**config.mk**
```make
export PLATFORM = sky130hd
export DESIGN_NAME = alu_seq_ctrl
export DESIGN_NICKNAME = d
export VERILOG_FILES = /design/src/rtl/alu_seq_pkg.sv /design/src/rtl/alu_res_fifo.sv /design/src/rtl/alu_seq_ctrl.sv
export SDC_FILE = /design/constraint.sdc
export NUM_CORES = 1
export LEC_CHECK = 0
export ABC_AREA = 1
export CORE_UTILIZATION = 48
export DETAILED_ROUTE_END_ITERATION = 7
export GPL_ROUTABILITY_DRIVEN = 0
export HOLD_SLACK_MARGIN = 0.1
export PLACE_DENSITY = 0.85
export SYNTH_ARGS = -nofsm -noshare
export SYNTH_HDL_FRONTEND = slang
export SYNTH_SLANG_ARGS = --single-unit
```
**constraint.sdc**
```tcl
create_clock -name clk -period 2.8 [get_ports clk]
set_input_delay 0.42 -clock clk [delete_from_list [all_inputs] [get_ports clk]]
set_output_delay 0.42 -clock clk [all_outputs]
set_load 0.02 [all_outputs]
```
**src/rtl/alu_seq_pkg.sv**
```systemverilog
// rtl/alu_seq_pkg.sv - shared FSM state type and operation select encodings for alu_seq_ctrl
package alu_seq_pkg;

    typedef enum logic [1:0] {
        IDLE    = 2'd0,
        ISSUE   = 2'd1,
        CAPTURE = 2'd2
    } state_t;

    localparam logic [1:0] SEL_OP0 = 2'b00;
    localparam logic [1:0] SEL_OP1 = 2'b01;
    localparam logic [1:0] SEL_OP2 = 2'b10;
    localparam logic [1:0] SEL_OP3 = 2'b11;

endpackage

```
**src/rtl/alu_res_fifo.sv**
```systemverilog
// rtl/alu_res_fifo.sv - power-of-two depth result FIFO, head presented combinationally, zero when empty
module alu_res_fifo #(
    parameter int DATA_W = 5,
    parameter int DEPTH  = 2
) (
    input  logic              clk,
    input  logic              rst_n,
    input  logic              in_tvalid,
    output logic              in_tready,
    input  logic [DATA_W-1:0] in_tdata,
    output logic              out_tvalid,
    input  logic              out_tready,
    output logic [DATA_W-1:0] out_tdata
);

    localparam int PW = (DEPTH > 1) ? $clog2(DEPTH) : 1;
    localparam int CW = $clog2(DEPTH + 1);

    logic [DATA_W-1:0] mem_q [DEPTH];
    logic [DATA_W-1:0] mem_d [DEPTH];
    logic [PW-1:0]     wptr_q, wptr_d;
    logic [PW-1:0]     rptr_q, rptr_d;
    logic [CW-1:0]     count_q, count_d;
    logic              push;
    logic              pop;

    assign in_tready  = (count_q != CW'(DEPTH));
    assign out_tvalid = (count_q != '0);
    assign out_tdata  = out_tvalid ? mem_q[rptr_q] : '0;
    assign push       = in_tvalid && in_tready;
    assign pop        = out_tvalid && out_tready;

    // Pointer, occupancy and storage update; pointers wrap naturally at the power-of-two depth
    always_comb begin
        mem_d   = mem_q;
        wptr_d  = wptr_q;
        rptr_d  = rptr_q;
        count_d = count_q;
        if (push) begin
            mem_d[wptr_q] = in_tdata;
            wptr_d        = wptr_q + 1'b1;
        end
        if (pop) begin
            rptr_d = rptr_q + 1'b1;
        end
        case ({push, pop})
            2'b10:   count_d = count_q + 1'b1;
            2'b01:   count_d = count_q - 1'b1;
            default: count_d = count_q;
        endcase
    end

    // State registers with synchronous active-low clear
    always_ff @(posedge clk) begin
        if (!rst_n) begin
            mem_q   <= '{default: '0};
            wptr_q  <= '0;
            rptr_q  <= '0;
            count_q <= '0;
        end else begin
            mem_q   <= mem_d;
            wptr_q  <= wptr_d;
            rptr_q  <= rptr_d;
            count_q <= count_d;
        end
    end

endmodule

```
**src/rtl/alu_seq_ctrl.sv**
```systemverilog
// rtl/alu_seq_ctrl.sv - sequences commands through an external ALU into a result FIFO; ALU_SEQ_CTRL_ACC_EN adds accumulate
module alu_seq_ctrl
    import alu_seq_pkg::*;
#(
    parameter int WIDTH     = 4,
    parameter int RES_DEPTH = 2
) (
    input  logic             clk,
    input  logic             rst_n,
    input  logic             cmd_valid,
    output logic             cmd_ready,
    input  logic [WIDTH-1:0] cmd_a,
    input  logic [WIDTH-1:0] cmd_b,
    input  logic             cmd_cin,
    input  logic [1:0]       cmd_sel,
`ifdef ALU_SEQ_CTRL_ACC_EN
    input  logic             cmd_acc,
`endif
    output logic [WIDTH-1:0] alu_a,
    output logic [WIDTH-1:0] alu_b,
    output logic             alu_cin,
    output logic             alu_s1,
    output logic             alu_s0,
    input  logic [WIDTH-1:0] alu_f,
    input  logic             alu_cout,
    output logic             res_valid,
    input  logic             res_ready,
    output logic [WIDTH-1:0] res_f,
    output logic             res_cout,
    output logic             busy
);

    state_t           state_q, state_d;
    logic [WIDTH-1:0] a_q, a_d;
    logic [WIDTH-1:0] b_q, b_d;
    logic             cin_q, cin_d;
    logic [1:0]       sel_q, sel_d;
    logic             init_q, init_d;
    logic             fifo_in_tready;
    logic             accept;
    logic             push;
`ifdef ALU_SEQ_CTRL_ACC_EN
    logic [WIDTH-1:0] acc_q, acc_d;
`endif

    assign accept    = cmd_valid && cmd_ready;
    assign push      = (state_q == CAPTURE);
    assign cmd_ready = init_q && (state_q == IDLE) && fifo_in_tready;
    assign busy      = (state_q != IDLE) || res_valid;
    assign alu_a     = a_q;
    assign alu_b     = b_q;
    assign alu_cin   = cin_q;
    assign alu_s1    = sel_q[1];
    assign alu_s0    = sel_q[0];

    // Next state and operand latching; operands stay frozen from acceptance until the next command
    always_comb begin
        state_d = state_q;
        a_d     = a_q;
        b_d     = b_q;
        cin_d   = cin_q;
        sel_d   = sel_q;
        init_d  = 1'b1;
`ifdef ALU_SEQ_CTRL_ACC_EN
        acc_d   = acc_q;
`endif
        case (state_q)
            IDLE: begin
                if (accept) begin
                    state_d = ISSUE;
`ifdef ALU_SEQ_CTRL_ACC_EN
                    a_d     = cmd_acc ? acc_q : cmd_a;
`else
                    a_d     = cmd_a;
`endif
                    b_d     = cmd_b;
                    cin_d   = cmd_cin;
                    sel_d   = cmd_sel;
                end
            end
            ISSUE: begin
                state_d = CAPTURE;
            end
            CAPTURE: begin
                state_d = IDLE;
`ifdef ALU_SEQ_CTRL_ACC_EN
                acc_d   = alu_f;
`endif
            end
            default: begin
                state_d = IDLE;
            end
        endcase
    end

    // Control registers; init_q keeps cmd_ready low until one edge after reset release
    always_ff @(posedge clk) begin
        if (!rst_n) begin
            state_q <= IDLE;
            a_q     <= '0;
            b_q     <= '0;
            cin_q   <= 1'b0;
            sel_q   <= '0;
            init_q  <= 1'b0;
`ifdef ALU_SEQ_CTRL_ACC_EN
            acc_q   <= '0;
`endif
        end else begin
            state_q <= state_d;
            a_q     <= a_d;
            b_q     <= b_d;
            cin_q   <= cin_d;
            sel_q   <= sel_d;
            init_q  <= init_d;
`ifdef ALU_SEQ_CTRL_ACC_EN
            acc_q   <= acc_d;
`endif
        end
    end

    alu_res_fifo #(
        .DATA_W (WIDTH + 1),
        .DEPTH  (RES_DEPTH)
    ) u_res_fifo (
        .clk        (clk),
        .rst_n      (rst_n),
        .in_tvalid  (push),
        .in_tready  (fifo_in_tready),
        .in_tdata   ({alu_cout, alu_f}),
        .out_tvalid (res_valid),
        .out_tready (res_ready),
        .out_tdata  ({res_cout, res_f})
    );

endmodule

```
# Yosys cells after proc, flatten, opt, wreduce, memory -nomap -nowiden
# Index checks and enable logic that the tools add are counted.
[classes] n_reduce_logical=12 addsub=4 magnitude_cmp=3 n_bitwise=2 n_mux=11 n_eq_ne=6
[op_table] operator="$mux 5" n=5
[op_table] operator="$bwmux 10" n=1
[op_table] operator="$pmux 2 s2" n=2
[op_table] operator="$logic_and 1x1->1" n=6
[op_table] operator="$reduce_bool 2->1" n=3
[op_table] operator="$demux 5 s1" n=1
[op_table] operator="$eq 2x1->1 const B" n=2
[op_table] operator="$eq 2x2->1 const B" n=2
[op_table] operator="$ge 2x2->1 const B" n=2
[op_table] operator="$ne 2x2->1 const B" n=2
[op_table] operator="$not 1->2" n=2
[op_table] operator="$add 1x1->1 const B" n=2
[op_table] operator="$add 2x1->2 const B" n=1
[op_table] operator="$logic_not 2->1" n=1
[op_table] operator="$lt 2x1->1 const B" n=1
[op_table] operator="$mux 2" n=1
[op_table] operator="$reduce_and 2->1" n=1
[op_table] operator="$sub 2x1->2 const B" n=1
[op_table] operator="$logic_or 1x1->1" n=1
[op_table] operator="$mux 1" n=1
[totals] reg_bits=28 out_inout_bits=19 inputBits=20

# Longest topological paths before layout
# Gate-level depths: netlist (run 1).
[depth] ltp_word=6 depth_mapped=8

# By module
# Synthesis (run 1) repeated with hierarchy kept, for this count alone.
[unflattened] hier_cells=232 area_unflattened_um2=1480.2
[modules_own_cells] module="alu_res_fifo" seq_area_each_um2=280.3 cells_per_inst=123 area_per_inst_um2=790.8 n_inst=1
[modules_own_cells] module="alu_seq_ctrl" seq_area_each_um2=280.3 cells_per_inst=109 area_per_inst_um2=689.4 n_inst=1

# Worst setup path after synthesis (run 1)
# OpenSTA, ideal clock, no wires.
[synth_path] path_kind="reg-to-output" startpoint="register u_res_fifo.count_q[1]" endpoint="output port res_cout" t_arrival_ns=1.152 n_path_buf=0 setup_slack_ns=1.228 path_stages_with_launch=5 required_time_ns=2.380 path_cell_list="dfxtp_1 nor2_1 inv_1 o21ai_0 a21oi_1"
[synth_via] elab_chain_cells=2
[synth_lines] item="start, declared" line_no="alu_res_fifo.sv:23" source="logic [CW-1:0] count_q, count_d;"
[synth_lines] item="start signal, assigned" line_no="alu_res_fifo.sv:64" source="count_q <= count_d;"
[synth_lines] item="$reduce_bool 2->1" line_no="alu_res_fifo.sv:28" source="assign out_tvalid = (count_q != '0);"
[synth_lines] item="via res_valid" line_no="alu_seq_ctrl.sv:26" source="output logic res_valid,"
[synth_lines] item="$mux 5" line_no="alu_res_fifo.sv:29" source="assign out_tdata = out_tvalid ? mem_q[rptr_q] : '0;"
[synth_lines] item="end, declared" line_no="alu_seq_ctrl.sv:29" source="output logic res_cout,"
# The timed path passes the listed nets, and every way through them passes these cells.

# Worst setup path in the final report (run 1)
[layout_path] startpoint="register u_res_fifo.count_q[1]" endpoint="output port res_cout"
[layout_via] elab_chain_cells=2
[layout_lines] item="$reduce_bool 2->1" line_no="alu_res_fifo.sv:28"
[layout_lines] item="$mux 5" line_no="alu_res_fifo.sv:29"
# Every way passes these cells.

==> key figures, run 1 <==
Detailed routing
  • WL/cell: 11.4 µm
  • Met3 WL: 154 µm
  • DRT iter0 DRCs: 21
  • Max layer used: met4
  • Total length of routed wires: 2.70 mm
  • Post-DRT Antenna Nets: 0
  • WL met1: 1.12 mm
  • Drt drc: 0
  • Drt via density: 4.98
  • Pre-Repair DR Iteration Count: 4
  • WL met2: 1.33 mm
  • DR vias: 1185

Synth
  • Syn Area/Cell: 7.10 µm²
  • Post-Syn Area: 0.00123 mm²
  • Synth Instances: 173
  • Synth Register Bits: 28
  • Synth Net Count: 194
  • Synth cell types: 24
  • YS warnings: 0
  • Register area share after synthesis: 45.6%

Pwr
  • Power Dens Cells: 517 mW/mm²
  • Static leakage: 0.739 nW
  • Max rail drop VDD: 0.383 mV
  • Final Power: 0.857 mW

Clock tree
  • Post_cts resized: 0
  • CTS sink count: 28
  • Setup Fix Bufs, Post-CTS: 0
  • Max Buffers Root-to-Sink: 2
  • Root Driver: clkbuf_4
  • TritonCTS clock tree: done
  • CTS buffer count: 3
  • Worst-skew pair later-pin latency: 0.34 ns
  • # hold bufs at CTS: 0
  • Htree depth: 1
  • Worst-path clk slew: 0.15 ns

Placed design
  • Cells after DPL: 234
  • Post-DP HPWL: 1.99 mm
  • Worst slack at placement: 0.808 ns
  • IO buf count: 38
  • Area after DPL: 0.00161 mm²

Floorplan
  • IO Pins: 39
  • Core ar.: 0.00232 mm²
  • # rows: 17
  • Initial core utilization: 53.0%
  • Die Span Y: 52.6 µm
  • Die area: 0.00277 mm²
  • Die Wd: 52.6 µm

Run status
  • Status: finished, final reports clean

STA
  • Min cycle time layout: 2.38 ns
  • Peak Freq: 420 MHz
  • Final-report setup violation count: 0
  • Final critical-path share of the clock period: 85.0%
  • RSZ-0062 raised after global routing: false
  • Final Hold Viols: 0
  • Slew margin rel.: 71.8%
  • Slack of the critical path: 0.421 ns
  • Hold Worst Slack: 0.476 ns
  • Slew Viols, Final: 0
  • TNS Setup: 0 ns
  • Actual slew at the worst max-slew pin: 0.422 ns
  • Layout Skew: 0.00708 ns

Critical path
  • Worst Path Arrival: 1.96 ns
  • Crit path cell chain: nor2_1 > inv_1 > o21ai_0 > a21oi_1 > clkdlybuf4s50_1
  • Endpoint class of the critical path: output port
  • Worst Path Max Fanout: 6
  • Crit path kind: reg -> out
  • Worst path max stage delay: 0.62 ns
  • Worst Path Required: 2.38 ns
  • Crit start category: flop
  • Crit-path slowest cell: clkdlybuf4s50_1

Layout
  • Final Non-Filler Cells: 238
  • Fraction of layout cells with a size suffix above 1: 5.71%
  • Layout Nets: 232
  • Synth-to-Final Area Change: 34.9%
  • Ant. Diodes: 0
  • Post-route cell area: 0.00166 mm²
  • Layout Utilization: 71.5%

Min path
  • Hold Crit Class: reg -> reg

Global routing
  • Largest net degree at the start of global routing: 24
  • Gr usage total: 22.6%
  • First-pass GRT wire length: 4.49 mm
  • Initial antenna violation count: 0
  • Vias in the first global route: 1146
  • Grt total ovfl: 0

Job
  • Max_cap viols: 0
[synthesized netlist by cell type]
cell      count  area (µm²)
clkbuf_4      1        7.51
ha_1          1        12.5
nor2_2        1        6.26
clkbuf_1      1        3.75
nand2_4       1        11.3
or2_2         1        6.26
inv_1        21        78.8
a21oi_1      13        65.1
buf_6         2        22.5
o21ai_0       7        35.0
nand4_1       6        37.5
buf_2         1        5.00
buf_4         1        7.51
nor2_1       37         139
nand2_1      43         161
clkinv_1      1        3.75
and3_1        1        6.26
nor2_4        1        11.3
nand4_4       1        21.3
a31oi_1       1        6.26
nand3b_2      1        11.3
inv_2         1        3.75
nand3_1       1        5.00
dfxtp_1      28         561
[registers in the layout, indices dropped and copies added, names as in the netlist]
signal / flops
u_res_fifo.count_q: 2
alu_b: 4
sel_q: 2
u_res_fifo.mem_q: 10
init_q: 1
u_res_fifo.rptr_q: 1
state_q: 2
alu_a: 4
u_res_fifo.wptr_q: 1
alu_cin: 1
[layout make-up]
| cell class | count | area [µm²] |
|---|---|---|
| Sequential cell | 28 | 561 |
| Tap cell | 28 | 35.0 |
| Clock buffer | 3 | 22.5 |
| Clock inverter | 1 | 30.0 |
| Timing Repair Buffer | 39 | 388 |
| Inverter | 23 | 86.3 |
| Multi-Input combinational cell | 116 | 536 |
| Fill cell | 197 | 661 |
[report_power, final]
group          internal [mW]  switching, mW  total, mW  leakage [nW]
Clock                  0.145          0.121      0.266        0.0279
Combinational         0.0765         0.0848      0.161         0.482
Sequential             0.418         0.0121      0.430         0.229
Total                  0.639          0.217      0.857         0.739
[logic make-up (layout without fill, tap and decap cells)]
logic type / count (synthesis) / in the layout / share of synthesized area, %
buf+inv: 29 / 66 / 10.8
simple gates: 94 / 94 / 33.9
compound gates: 21 / 21 / 8.66
flops: 28 / 28 / 45.6
fa+ha+maj: 1 / 1 / 1.02
[cell usage in the layout (no fill, tap or decap)]
master and n:
nand2_1 43, clkdlybuf4s50_1 38, nor2_1 37, dfxtp_1 28, inv_1 21, a21oi_1 13, o21ai_0 7, nand4_1 6
clkbuf_4 3, clkinv_1 1, nor2_4 1, inv_2 1, nand2_4 1, nor2_2 1, and3_1 1, nand3_1 1
nand3b_2 1, nand4_4 1, or2_2 1, a31oi_1 1, ha_1 1, bufinv_16 1, buf_4 1
[critical path, delay by kind of cell, from the launching register on]
kind                   cells  cell delay (ns)
AOI/OAI and AO/OA          2             0.28
and+or+nand+nor            1             0.11
DFF                        1             0.44
buffers and inverters      2             0.80
[routing by layer]
| metal | vias to the layer above | GRT usage [%] |
|---|---|---|
| li1 | 606 | - |
| met1 | 528 | 22.7 |
| met2 | 42 | 40.3 |
| met3 | 9 | 4.64 |
| met4 | 0 | 16.7 |
| met5 | - | 0 |
[path summary, 6_finish.rpt]
kind,startpoint,endpoint,slack (ns),depth (start not counted)
min reg2reg,state_q[1],state_q[1],0.48,1
min,state_q[1],state_q[1],0.48,1
max,u_res_fifo.count_q[1],res_cout,0.42,5
max reg2reg,state_q[1],u_res_fifo.count_q[1],1.24,8
Note: power is estimated with default switching activity, not from simulation.
==> run 2, diff against run 1 <==
CORE_UTILIZATION = 41   (was 48)
PLACE_DENSITY = 0.78   (was 0.85)
clock period = 2 ns   (was 2.8 ns; I/O delays follow)
==> run 2 against run 1 <==
Against the previous run: the run now ends with design-rule violations left; wire length down 13%; global-route usage down 6.5 points; critical endpoint is now res_valid; clock power shrank 16%; die area up 16%; highest routed layer is now met3; clock skew shrank 0.0046 ns; cell area down 1.7%; first-iteration DRC count is 71% higher; final cell count grew 0.84%; total power is 22% higher; clock-buffer cell count unchanged; critical path depth is 2 lower.
==> key figures, run 2 (synthesized netlist as in run 1, its figures left out) <==
Clock tree
  • Max Buffers Root-to-Sink: 2 (unchanged)
  • # hold bufs at CTS: 0 (unchanged)
  • Root Driver: clkbuf_4 (unchanged)
  • Htree depth: 1 (unchanged)
  • TritonCTS clock tree: done (unchanged)
  • CTS buffer count: 3 (unchanged)
  • Worst-path clk slew: 0.14 ns (was 0.15 ns)
  • CTS sink count: 28 (unchanged)
  • Worst-skew pair later-pin latency: 0.31 ns (was 0.34 ns)

Global routing
  • Met1 usage: 21.3% (was 22.7%)
  • Grt total ovfl: 0 (unchanged)
  • Vias in the first global route: 993 (was 1146)
  • First-pass GRT wire length: 4.12 mm (was 4.49 mm)
  • Initial antenna violation count: 0 (unchanged)
  • Largest net degree at the start of global routing: 24 (unchanged)
  • GR Util met2: 25.5% (was 40.3%)
  • Gr busiest metal: met2 (unchanged)
  • Met3 Use GR: 4.61% (was 4.64%)
  • Gr usage total: 16.0% (was 22.6%)

Critical path
  • Reg2reg setup slack: 0.49 ns (was 1.24 ns)
  • Crit path kind: reg -> out (unchanged)
  • Crit path cell chain: nor2_1 > inv_1 > clkdlybuf4s50_1 (was nor2_1 > inv_1 > o21ai_0 > a21oi_1 > clkdlybuf4s50_1)
  • Worst Path Required: 1.70 ns (was 2.38 ns)
  • Crit start category: flop (unchanged)
  • Worst path bufs/invs: 2 (unchanged)
  • CP top delay family: buffers and inverters (unchanged)
  • Worst path max stage delay: 0.63 ns (was 0.62 ns)
  • Crit-path slowest cell: clkdlybuf4s50_1 (unchanged)
  • Worst Path Arrival: 1.59 ns (was 1.96 ns)
  • Worst Path Max Fanout: 6 (unchanged)
  • Endpoint class of the critical path: output port (unchanged)

Floorplan
  • Initial core utilization: 43.8% (was 53.0%)
  • IO Pins: 39 (unchanged)
  • Die area: 0.00322 mm² (was 0.00277 mm²)
  • # rows: 19 (was 17)
  • Die Span Y: 56.7 µm (was 52.6 µm)
  • Core ar.: 0.00281 mm² (was 0.00232 mm²)
  • Die Wd: 56.7 µm (was 52.6 µm)

Layout
  • Synth-to-Final Area Change: 32.7% (was 34.9%)
  • Layout Nets: 232 (unchanged)
  • Most frequent cells in the layout: 43 x nand2_1, 37 x nor2_1, 32 x clkdlybuf4s50_1, 27 x dfxtp_1, 21 x inv_1 (was 43 x nand2_1, 38 x clkdlybuf4s50_1, 37 x nor2_1, 28 x dfxtp_1, 21 x inv_1)
  • Ant. Diodes: 0 (unchanged)
  • Fraction of layout cells with a size suffix above 1: 6.22% (was 5.71%)
  • Most flop-heavy register: u_res_fifo.mem_q (unchanged)
  • Most common cell after layout, fill and taps aside: nand2_1 (unchanged)
  • Max reg flops: 10 (unchanged)

STA
  • Min cycle time layout: 1.89 ns
  • Slack of the critical path: 0.111 ns (was 0.421 ns)
  • Peak Freq: 529 MHz
  • Final Hold Viols: 0 (unchanged)
  • Final-report setup violation count: 0 (unchanged)
  • Actual slew at the worst max-slew pin: 0.395 ns (was 0.422 ns)
  • Slew Viols, Final: 0 (unchanged)
  • RSZ-0062 raised after global routing: false (unchanged)
  • Final critical-path share of the clock period: 94.5%
  • Hold Worst Slack: 0.460 ns (was 0.476 ns)
  • Layout Skew: 0.00244 ns (was 0.00708 ns)
  • TNS Setup: 0 ns (unchanged)
  • Slew margin rel.: 73.6% (was 71.8%)

Detailed routing
  • DR vias: 1103 (was 1185)
  • Drt drc: 4 (was 0)
  • Drt via density: 4.60 (was 4.98)
  • DRT iter0 DRCs: 36 (was 21)
  • WL/cell: 9.75 µm (was 11.4 µm)
  • Pre-Repair DR Iteration Count: 6 (was 4)
  • Post-DRT Antenna Nets: 0 (unchanged)
  • Total length of routed wires: 2.34 mm (was 2.70 mm)

Run status
  • Failing checks: design-rule violations
  • Status: complete, but fails checks (was finished, final reports clean)

Pwr
  • Max rail drop VDD: 0.334 mV (was 0.383 mV)
  • Static leakage: 0.747 nW (was 0.739 nW)
  • Power Dens Cells: 640 mW/mm² (was 517 mW/mm²)

Min path
  • Hold Crit Class: reg -> reg (unchanged)

Placed design
  • IO buf count: 38 (unchanged)
  • Worst slack at placement: 0.180 ns (was 0.808 ns)
  • Post-DP HPWL: 1.67 mm (was 1.99 mm)

Job
  • Max_cap viols: 0 (unchanged)
[run 2: stage by stage]
step	total power, mW	instance area (µm²)	util, %	std cells
2_1_floorplan	0.735	1230	-	173
3_3_place_gp	0.834	1610	57.4	237
3_5_place_dp	0.836	1610	57.4	237
4_1_cts	1.06	1620	57.9	240
5_1_grt	1.10	1630	58.1	240
6_report	1.04	1630	58.1	240
[run 2: repair_timing]
item / in CTS / in global routing
gates resized for setup: 6 / 3
endpoints found under the setup margin: 6 / 4
setup buffers: 0 / 0
[run 2: final timing paths]
check / start / to / cells after the start
worst min register to register: state_q[1] / state_q[1] / 1
worst max-delay path: u_res_fifo.count_q[0] / res_valid / 3
worst max register to register: state_q[1] / u_res_fifo.count_q[1] / 8
worst min-delay path: state_q[1] / state_q[1] / 1
[run 2: routing by layer]
layer | wire length, µm | vias up
met1 | 1160 | 467
met5 | 0 | -
li1 | - | 609
met3 | 147 | 0
met4 | 0 | 0
met2 | 1030 | 27
[run 2: power breakdown]
part | switching, mW | internal, mW
clock network | 0.153 | 0.0705
registers | 0.0167 | 0.585
logic | 0.115 | 0.105
[run 2: worst reg2reg max path, delay by kind of cell, from the launching register on]
kind | cells | cell delay (ns)
adder cells (fa/ha/maj) | 1 | 0.20
buffers and inverters | 1 | 0.08
flip-flops | 1 | 0.38
AND/OR/NAND/NOR | 6 | 0.80
[run 2: area by class of cell]
cell class | instances | area [µm²]
flip-flops and latches | 28 | 562
multi-input cells | 116 | 536
inverters | 23 | 90.1
well taps | 31 | 38.8
fillers | 265 | 1170
repair buffers | 39 | 382
clock buffers | 3 | 22.5
